===== config.mk =====
export PLATFORM = sky130hd
export DESIGN_NAME = load_store_unit
export DESIGN_NICKNAME = d
export VERILOG_FILES = /design/src/rtl/load_store_unit.sv
export SDC_FILE = /design/constraint.sdc
export NUM_CORES = 1
export LEC_CHECK = 0
export ABC_AREA = 1
export CAP_MARGIN = 20
export CORE_ASPECT_RATIO = 1.25
export CORE_MARGIN = 3
export CORE_UTILIZATION = 39
export CTS_CLUSTER_SIZE = 16
export DETAILED_ROUTE_END_ITERATION = 8
export PLACE_DENSITY = 0.77
export SLEW_MARGIN = 15
export SYNTH_ARGS = -nofsm -noshare
export SYNTH_HDL_FRONTEND = slang
export SYNTH_SLANG_ARGS = --single-unit
export TNS_END_PERCENT = 50

===== constraint.sdc =====
create_clock -name clk -period 1.6 [get_ports clk]
set_clock_uncertainty 0.15 [all_clocks]
set_input_delay 0.16 -clock clk [delete_from_list [all_inputs] [get_ports clk]]
set_output_delay 0.16 -clock clk [all_outputs]
set_load 0.1 [all_outputs]

===== src/rtl/load_store_unit.sv =====
// load_store_unit: executes one RV32I load or store at a time on a word-wide
// data-memory bus. Stores get byte strobes and lane-replicated write data;
// loads return sign/zero-extended data. Misaligned or illegal requests
// complete with rsp_err set and never touch memory.
// Optional feature macro: LSU_TIMEOUT_EN adds a watchdog on mem_ready.
// It aborts the access after TIMEOUT_CYCLES memory cycles.
module load_store_unit #(
  parameter int ADDR_W         = 32,
  parameter int TIMEOUT_CYCLES = 255
) (
  input  logic              clk,
  input  logic              rst,
  input  logic              req_valid,
  output logic              req_ready,
  input  logic              req_we,
  input  logic [2:0]        req_funct3,
  input  logic [ADDR_W-1:0] req_addr,
  input  logic [31:0]       req_wdata,
  output logic              rsp_valid,
  output logic [31:0]       rsp_rdata,
  output logic              rsp_err,
  output logic              mem_valid,
  input  logic              mem_ready,
  output logic              mem_we,
  output logic [ADDR_W-1:0] mem_addr,
  output logic [3:0]        mem_wstrb,
  output logic [31:0]       mem_wdata,
  input  logic [31:0]       mem_rdata
);

  localparam logic [1:0] S_IDLE = 2'd0;
  localparam logic [1:0] S_MEM  = 2'd1;
  localparam logic [1:0] S_RESP = 2'd2;

  logic [1:0]        state_q, state_d;
  logic              we_q, we_d;
  logic [2:0]        f3_q, f3_d;
  logic [ADDR_W-1:0] addr_q, addr_d;
  logic [31:0]       wdata_q, wdata_d;
  logic              err_q, err_d;
  logic [31:0]       rdata_q, rdata_d;

  logic              req_legal;
  logic              req_aligned;
  logic [3:0]        st_strb;
  logic [31:0]       st_data;
  logic [7:0]        ld_byte;
  logic [15:0]       ld_half;
  logic [31:0]       ld_data;
  logic              timeout;

`ifdef LSU_TIMEOUT_EN
  localparam int CNT_BITS = $clog2(TIMEOUT_CYCLES + 1);
  localparam int CNT_W    = (CNT_BITS > 8) ? CNT_BITS : 8;
  localparam logic [CNT_W-1:0] CNT_LIM = CNT_W'(TIMEOUT_CYCLES);
  localparam logic [CNT_W-1:0] CNT_ONE = CNT_W'(1);

  logic [CNT_W-1:0] cnt_q, cnt_d;

  // Watchdog counts stalled MEM cycles; it is zero whenever we are outside
  // MEM, so it is always fresh on entry. A ready in the limit cycle wins.
  always_comb begin
    cnt_d   = '0;
    timeout = 1'b0;
    if (state_q == S_MEM && !mem_ready) begin
      cnt_d   = cnt_q + CNT_ONE;
      timeout = (cnt_d == CNT_LIM);
    end else if (state_q == S_MEM) begin
      cnt_d = cnt_q;
    end
  end

  // Watchdog counter register
  always_ff @(posedge clk) begin
    if (rst) cnt_q <= '0;
    else     cnt_q <= cnt_d;
  end
`else
  assign timeout = 1'b0;
`endif

  // Classify the incoming request: funct3 legality and natural alignment.
  always_comb begin
    if (req_we) req_legal = req_funct3 inside {3'b000, 3'b001, 3'b010};
    else        req_legal = req_funct3 inside {3'b000, 3'b001, 3'b010, 3'b100, 3'b101};
    case (req_funct3[1:0])
      2'b01:   req_aligned = ~req_addr[0];
      2'b10:   req_aligned = (req_addr[1:0] == 2'b00);
      default: req_aligned = 1'b1;
    endcase
  end

  // Store lane steering from the captured request.
  always_comb begin
    case (f3_q[1:0])
      2'b00: begin
        st_strb = 4'b0001 << addr_q[1:0];
        st_data = {4{wdata_q[7:0]}};
      end
      2'b01: begin
        st_strb = 4'b0011 << addr_q[1:0];
        st_data = {2{wdata_q[15:0]}};
      end
      default: begin
        st_strb = 4'b1111;
        st_data = wdata_q;
      end
    endcase
  end

  // Load lane extraction and extension from the returned word.
  always_comb begin
    ld_byte = mem_rdata[{addr_q[1:0], 3'b000} +: 8];
    ld_half = mem_rdata[{addr_q[1], 4'b0000} +: 16];
    case (f3_q)
      3'b000:  ld_data = {{24{ld_byte[7]}}, ld_byte};
      3'b001:  ld_data = {{16{ld_half[15]}}, ld_half};
      3'b100:  ld_data = {24'd0, ld_byte};
      3'b101:  ld_data = {16'd0, ld_half};
      default: ld_data = mem_rdata;
    endcase
  end

  // Access sequencing: accept in IDLE, wait on memory in MEM, pulse in RESP.
  always_comb begin
    state_d = state_q;
    we_d    = we_q;
    f3_d    = f3_q;
    addr_d  = addr_q;
    wdata_d = wdata_q;
    err_d   = err_q;
    rdata_d = rdata_q;
    case (state_q)
      S_IDLE: begin
        if (req_valid) begin
          we_d    = req_we;
          f3_d    = req_funct3;
          addr_d  = req_addr;
          wdata_d = req_wdata;
          rdata_d = '0;
          err_d   = ~(req_legal & req_aligned);
          state_d = (req_legal & req_aligned) ? S_MEM : S_RESP;
        end
      end
      S_MEM: begin
        if (mem_ready) begin
          rdata_d = we_q ? 32'd0 : ld_data;
          state_d = S_RESP;
        end else if (timeout) begin
          err_d   = 1'b1;
          rdata_d = '0;
          state_d = S_RESP;
        end
      end
      S_RESP:  state_d = S_IDLE;
      default: state_d = S_IDLE;
    endcase
  end

  // State and captured request registers
  always_ff @(posedge clk) begin
    if (rst) begin
      state_q <= S_IDLE;
      we_q    <= 1'b0;
      f3_q    <= '0;
      addr_q  <= '0;
      wdata_q <= '0;
      err_q   <= 1'b0;
      rdata_q <= '0;
    end else begin
      state_q <= state_d;
      we_q    <= we_d;
      f3_q    <= f3_d;
      addr_q  <= addr_d;
      wdata_q <= wdata_d;
      err_q   <= err_d;
      rdata_q <= rdata_d;
    end
  end

  // Outputs decode from state and held request fields, so the memory side
  // stays stable for the whole MEM wait and is all-zero elsewhere.
  always_comb begin
    req_ready = (state_q == S_IDLE) & ~rst;
    rsp_valid = (state_q == S_RESP);
    rsp_err   = (state_q == S_RESP) & err_q;
    rsp_rdata = (state_q == S_RESP) ? rdata_q : 32'd0;
    mem_valid = (state_q == S_MEM);
    mem_we    = (state_q == S_MEM) & we_q;
    mem_addr  = (state_q == S_MEM) ? {addr_q[ADDR_W-1:2], 2'b00} : '0;
    mem_wstrb = (state_q == S_MEM && we_q) ? st_strb : 4'b0000;
    mem_wdata = (state_q == S_MEM && we_q) ? st_data : 32'd0;
  end

endmodule


==> run_results.csv, run 1 <==
group,metric,value,unit
power,ir_worst_vdd,0.505,mV
synthesis,avgSynthCellArea,6.51,um^2
power,seqPwrFrac,39.6,%
sta,finalHoldViolCount,0,
synthesis,ys_seq_area_share,40.2,%
sta,min_period,2.02,ns
worst_setup_path,reg2reg_from,"f3_q[0]",
synthesis,synth.distinct_cells,28,
global_route,grt_use_total,27.3,%
synthesis,synth.top_cells.by_area,"dfxtp_1 (40%), nor2_1 (14%), nand2_1 (9.2%), a21oi_1 (8.0%), o21ai_0 (7.9%)",
routing,dr.pass1.iters,4,
hold_path,min_path_type,"in2reg",
power,power.density,689,mW/mm^2
clock_tree,cts_tree,"built",
synthesis,yosysTopAreaCellShare,40.2,%
power,leakage,3.84,nW
routing,wirelength,21.1,mm
synthesis,synth-seq-cells,103,
worst_setup_path,arrival,1.71,ns
sta,finalCritPeriodShare,126,%
floorplanning,die_x,109,um
worst_setup_path,cp-end-kind,"output pin",
synthesis,synthCells,789,
power,power_switching_share,32.9,%
sta,rsz0062_at_grt,"true",
sta,max_freq,0.495,GHz
synthesis,yosys_most_used_dff,"dfxtp_1",
floorplanning,fp-row-count,46,
sta,slew_viol_final,0,
clock_tree,clock_sinks,103,
sta,fin_ws,-0.422,ns
worst_setup_path,ff2ff_path_depth,11,
routing,drc,0,
global_route,antenna_found_initial,0,
floorplanning,fp.dieH,134,um
global_route,grt_max_degree,62,
worst_setup_path,cp-start-kind,"flip-flop",
final_layout,drive_above_1_share,35.8,%
synthesis,yosysMostFrequentCell,"nor2_1",
hold_path,whs_endpoint,"wdata_q[15]",
worst_setup_path,crit_type,"reg2out",
power,p_comb_share,29.8,%
sta,setup_viol,135,
global_route,grt_pass1_wl,31.4,mm
synthesis,synthArstFlopShare,0,%
final_layout,diodes,0,
hold_path,min_from,"req_wdata[15]",
clock_tree,cts_hold_buf,0,
clock_tree,cts_max_path_buffers,2,
sta,hold_slack,0.263,ns
power,internal_power,0.00485,W
global_route,grt_pass1_vias,6338,
hold_path,holdPathStages,3,
clock_tree,clock_latency,0.34,ns
floorplanning,core,0.0128,mm^2
power,clock_power_share,30.6,%
clock_tree,cts_root_buf,"clkbuf_16",
routing,vias_per_cell,5.14,
floorplanning,initial_core_util,40.2,%
placement,place.gp.congestion,0.921,
routing,drt_iter0_drc,263,
placement,dpl_worst_slack,-0.261,ns
run_status,status,"complete, but fails checks",
placement,hpwl,13.6,mm
routing,vias,6217,
worst_setup_path,rrSetupSlack,-0.14,ns
clock_tree,numCtsBuffers,9,
final_layout,fin_nets,1144,
clock_tree,clk_pin_slew_worst_paths,0.07,ns
run_status,failed_checks,"negative setup slack",
global_route,grt_overflow,0,
synthesis,yosys_warnings,0,
routing,wl_per_cell,17.4,um
routing,antenna_left,0,
synthesis,synthTopCellsByCount,"nor2_1 (186), nand2_1 (126), dfxtp_1 (103), inv_1 (91), a21oi_1 (82)",
synthesis,synth_edf_count,0,
final_layout,area_growth,105,%
synthesis,syn_area,0.00513,mm^2
clock_tree,cts_max_level,3,
floorplanning,fp.dieArea,0.0146,mm^2
power,switchingPower,0.00238,W
worst_setup_path,required,1.29,ns
worst_setup_path,rr_endpoint,"rdata_q[19]",
flow_run,maxCapViolations,0,
synthesis,synth_top_area_cell,"dfxtp_1",
floorplanning,pin_count,209,
placement,portBuffers,206,
worst_setup_path,crit_path_max_fanout,6,
-- critical path, stage by stage (launching register included) --
cell,delay [ns]
dfxtp_4,0.37
inv_4,0.04
nor2_4,0.11
inv_4,0.06
nor2_8,0.16
buf_12,0.15
o221ai_2,0.14
nor2_4,0.15
buf_12,0.18
-- state kept, by name, indices dropped and copies added (netlist names) --
register,cells
addr_q,32
rdata_q,32
wdata_q,32
f3_q,3
state_q,2
err_q,1
we_q,1
-- cell type report --
type | count | area (um^2)
Inverter | 96 | 383
Multi-Input combinational cell | 539 | 3480
Fill cell | 759 | 2270
Clock inverter | 4 | 55.1
Tap cell | 168 | 210
Clock buffer | 12 | 236
Sequential cell | 103 | 2080
Timing Repair Buffer | 288 | 4070
-- cells by family after synthesis --
family                   share of synthesized area (%)
buffers and inverters                             11.6
adder cells (fa/ha/maj)                          0.731
other                                           0.0730
AND/OR/NAND/NOR                                   26.1
AO/OA/AOI/OAI                                     21.3
flip-flops                                        40.2
-- per-stage QoR --
stage          utilization (%)  instance area, um^2  total power, W  TNS (ns)  instances
6_report                  82.2                10500         0.00723    -38.69       1210
5_1_grt                   82.2                10500         0.00754    -47.50       1210
4_1_cts                   80.4                10300         0.00708    -32.52       1203
3_5_place_dp              73.6                 9400         0.00468     -7.59       1174
3_3_place_gp              73.6                 9400         0.00464     -5.42       1174
2_1_floorplan                -                 5810         0.00392   -104.80        790
-- how the worst max path moves through the flow --
| stage | to | from | depth (start not counted) | slack, ns |
|---|---|---|---|---|
| 6_report | mem_wdata[26] | state_q[0] | 8 | -0.42 |
| 5_1_grt | mem_wdata[26] | state_q[0] | 8 | -0.50 |
| 4_1_cts | mem_wdata[14] | state_q[0] | 8 | -0.40 |
| 3_5_place_dp | err_q | req_funct3[1] | 9 | -0.26 |
| 3_3_place_gp | err_q | req_funct3[1] | 9 | -0.22 |
| 2_1_floorplan | mem_wstrb[2] | state_q[0] | 7 | -1.29 |
-- cells in the final DEF, fill, tap and decap left out, types with 51 or more instances in the layout --
cell type	Yosys	layout
nand2_1	126	122
buf_12	0	117
clkdlybuf4s50_1	0	103
dfxtp_1	103	99
nor2_4	1	92
nor2_1	186	91
inv_1	91	85
a21oi_1	82	67
buf_4	4	51
-- power groups by stage --
stage | Clock, W | Sequential, W | Combinational, W
after floorplan | 0 | 0.00286 | 0.00106
after global placement | 0 | 0.00288 | 0.00176
after detailed placement | 0 | 0.00289 | 0.00179
after CTS | 0.00222 | 0.00286 | 0.00200
after global routing | 0.00236 | 0.00288 | 0.00230
final | 0.00221 | 0.00287 | 0.00216
-- metal layers --
metal / up-vias / part of all wire (%) / GRT usage, %
met3: 56 / 7.1 / 7.80
met4: 0 / 3.4 / 9.54
met5: - / 0 / 0
met1: 2946 / 35 / 29.2
li1: 2978 / - / -
met2: 237 / 54 / 50.4
-- timing repair --
action	4_1_cts	5_1_grt
pin swaps	12	11
gates resized for setup	116	68
buffers inserted	11	4
endpoints found under the hold margin	0	0
setup endpoints to repair	140	205
cloned	3	3
Note: power is estimated with default switching activity, not from simulation.
==> inputs of run 2 (changes only) <==
--- a/config.mk
+++ b/config.mk
@@ -7,12 +7,15 @@
 export LEC_CHECK = 0
 export ABC_AREA = 1
 export CAP_MARGIN = 20
+export CELL_PAD_IN_SITES_DETAIL_PLACEMENT = 0
+export CELL_PAD_IN_SITES_GLOBAL_PLACEMENT = 1
 export CORE_ASPECT_RATIO = 1.25
 export CORE_MARGIN = 3
-export CORE_UTILIZATION = 39
+export CORE_UTILIZATION = 26
 export CTS_CLUSTER_SIZE = 16
 export DETAILED_ROUTE_END_ITERATION = 8
-export PLACE_DENSITY = 0.77
+export PLACE_DENSITY = 0.76
+export RECOVER_POWER = 50
 export SLEW_MARGIN = 15
 export SYNTH_ARGS = -nofsm -noshare
 export SYNTH_HDL_FRONTEND = slang
==> run 2 against run 1 <==
The run still ends with negative setup slack left; highest routed layer unchanged; power up 0.34%; first-iteration DRC count down 26%; setup slack better by 0.028 ns; via count down 6.3%; hold slack worse by 0.23 ns.
==> run_results.csv, run 2 (synthesized netlist as in run 1, its figures left out) <==
group,metric,value,unit
final_layout,area_growth,102,%
floorplanning,initial_core_util,26.9,%
clock_tree,cts_max_level,3,
global_route,grt_pass1_vias,5664,
floorplanning,fp.dieH,163,um
sta,fin_ws,-0.394,ns
clock_tree,clock_sinks,103,
placement,hpwl,14.0,mm
final_layout,drive_above_1_share,34.4,%
global_route,grt_max_degree,57,
routing,drt_iter0_drc,195,
global_route,grt_pass1_wl,29.6,mm
global_route,grt_use_total,17.1,%
global_route,grt_overflow,0,
sta,min_period,1.99,ns
clock_tree,numCtsBuffers,9,
clock_tree,clk_pin_slew_worst_paths,0.07,ns
clock_tree,cts_max_path_buffers,2,
worst_setup_path,cp-start-kind,"flip-flop",
routing,vias,5828,
worst_setup_path,arrival,1.68,ns
worst_setup_path,crit_type,"reg2out",
placement,place.gp.congestion,0.831,
global_route,antenna_found_initial,0,
routing,antenna_left,0,
floorplanning,fp-row-count,56,
power,seqPwrFrac,39.3,%
routing,dr.pass1.iters,4,
final_layout,diodes,0,
run_status,failed_checks,"negative setup slack",
final_layout,fin_nets,1145,
power,leakage,3.82,nW
routing,vias_per_cell,4.47,
floorplanning,die_x,132,um
worst_setup_path,crit_path_max_fanout,5,
sta,hold_slack,0.0318,ns
power,power.density,698,mW/mm^2
floorplanning,core,0.0191,mm^2
sta,max_freq,0.501,GHz
final_layout,layout_commonest_cell,"buf_12",
worst_setup_path,cp-end-kind,"output pin",
clock_tree,cts_hold_buf,0,
power,clock_power_share,32.6,%
floorplanning,fp.dieArea,0.0215,mm^2
hold_path,min_path_type,"in2reg",
power,power_switching_share,32.0,%
final_layout,reg_top3,"addr_q: 32 flops, rdata_q: 32 flops, wdata_q: 32 flops",
run_status,status,"complete, but fails checks",
routing,drc,0,
floorplanning,pin_count,209,
final_layout,final_cell_mix,"buf_12 (121), nand2_1 (114), nor2_1 (109)",
placement,portBuffers,206,
clock_tree,cts_tree,"built",
worst_setup_path,required,1.29,ns
final_layout,utilization,54.5,%
sta,finalCritPeriodShare,125,%
power,ir_worst_vdd,0.625,mV
power,internal_power,0.00493,W
flow_run,maxCapViolations,0,
routing,wl_per_cell,14.2,um
sta,rsz0062_at_grt,"true",
sta,slew_viol_final,0,
sta,finalHoldViolCount,0,
clock_tree,clock_latency,0.35,ns
power,switchingPower,0.00232,W
power,p_comb_share,28.1,%
sta,setup_viol,123,
routing,wirelength,18.5,mm
clock_tree,cts_root_buf,"clkbuf_16",
## run 2: changes by cell type in the layout (fill, tap and decap cells not counted), sizes merged
cell / delta
clkbuf: -4
dlymetal6s2s: +1
buf: +3
clkdlybuf4s50: -1
inv: +3
clkinvlp: -1
## run 2: critical path, stage by stage, from the launching register on
cell	delay, ns
dfxtp_4	0.36
inv_4	0.04
nor2_4	0.10
inv_4	0.06
nor2_8	0.18
buf_12	0.15
o221ai_4	0.12
nor2_4	0.15
buf_12	0.18
## run 2: power groups by stage
stage,combinational (W),clock [W],sequential (W)
after floorplan,0.00106,0,0.00286
after global placement,0.00189,0,0.00288
after detailed placement,0.00190,0,0.00289
after CTS,0.00200,0.00245,0.00285
after global routing,0.00221,0.00255,0.00287
final,0.00204,0.00237,0.00285
## run 2: final timing paths
kind / from / to / slack (ns) / depth (start not counted)
min reg2reg: addr_q[16] / addr_q[16] / 0.30 / 2
min: req_funct3[1] / f3_q[1] / 0.03 / 3
max reg2reg: f3_q[1] / rdata_q[30] / -0.04 / 10
max: state_q[0] / mem_wdata[25] / -0.39 / 8
## run 2: metrics by stage
stage | setup TNS (ns) | power [W] | instances | cell area [um^2] | setup slack [ns]
final | -32.43 | 0.00726 | 1304 | 10400 | -0.394
after global routing | -46.12 | 0.00763 | 1304 | 10400 | -0.471
after CTS | -34.35 | 0.00731 | 1300 | 10300 | -0.421
after detailed placement | -9.67 | 0.00479 | 1274 | 9640 | -0.250
after global placement | -8.69 | 0.00478 | 1274 | 9640 | -0.226
after floorplan | -104.80 | 0.00392 | 790 | 5810 | -1.29
## run 2: layout make-up
| class | instances | area, um^2 |
|---|---|---|
| multi-input combinational | 539 | 3300 |
| sequential | 103 | 2080 |
| clock inverter | 5 | 63.8 |
| clock buffer | 11 | 253 |
| timing repair buffer | 288 | 3990 |
| timing repair inverter | 1 | 6.26 |
| inverter | 96 | 384 |
| tap | 261 | 327 |
| fill | 1795 | 8670 |
## run 2: layer usage
layer	track usage (%)	routed length, um	share of wire (%)
met5	0	0	0
met1	20.3	7650	41
met4	5.64	245	1.3
met2	30.8	9710	52
met3	3.60	923	5.0
## run 2: timing repair
item	4_1_cts	5_1_grt
pin swaps	9	10
setup buffers	11	3
endpoints found under the setup margin	137	175
gates resized for setup	57	61
gates cloned	0	1
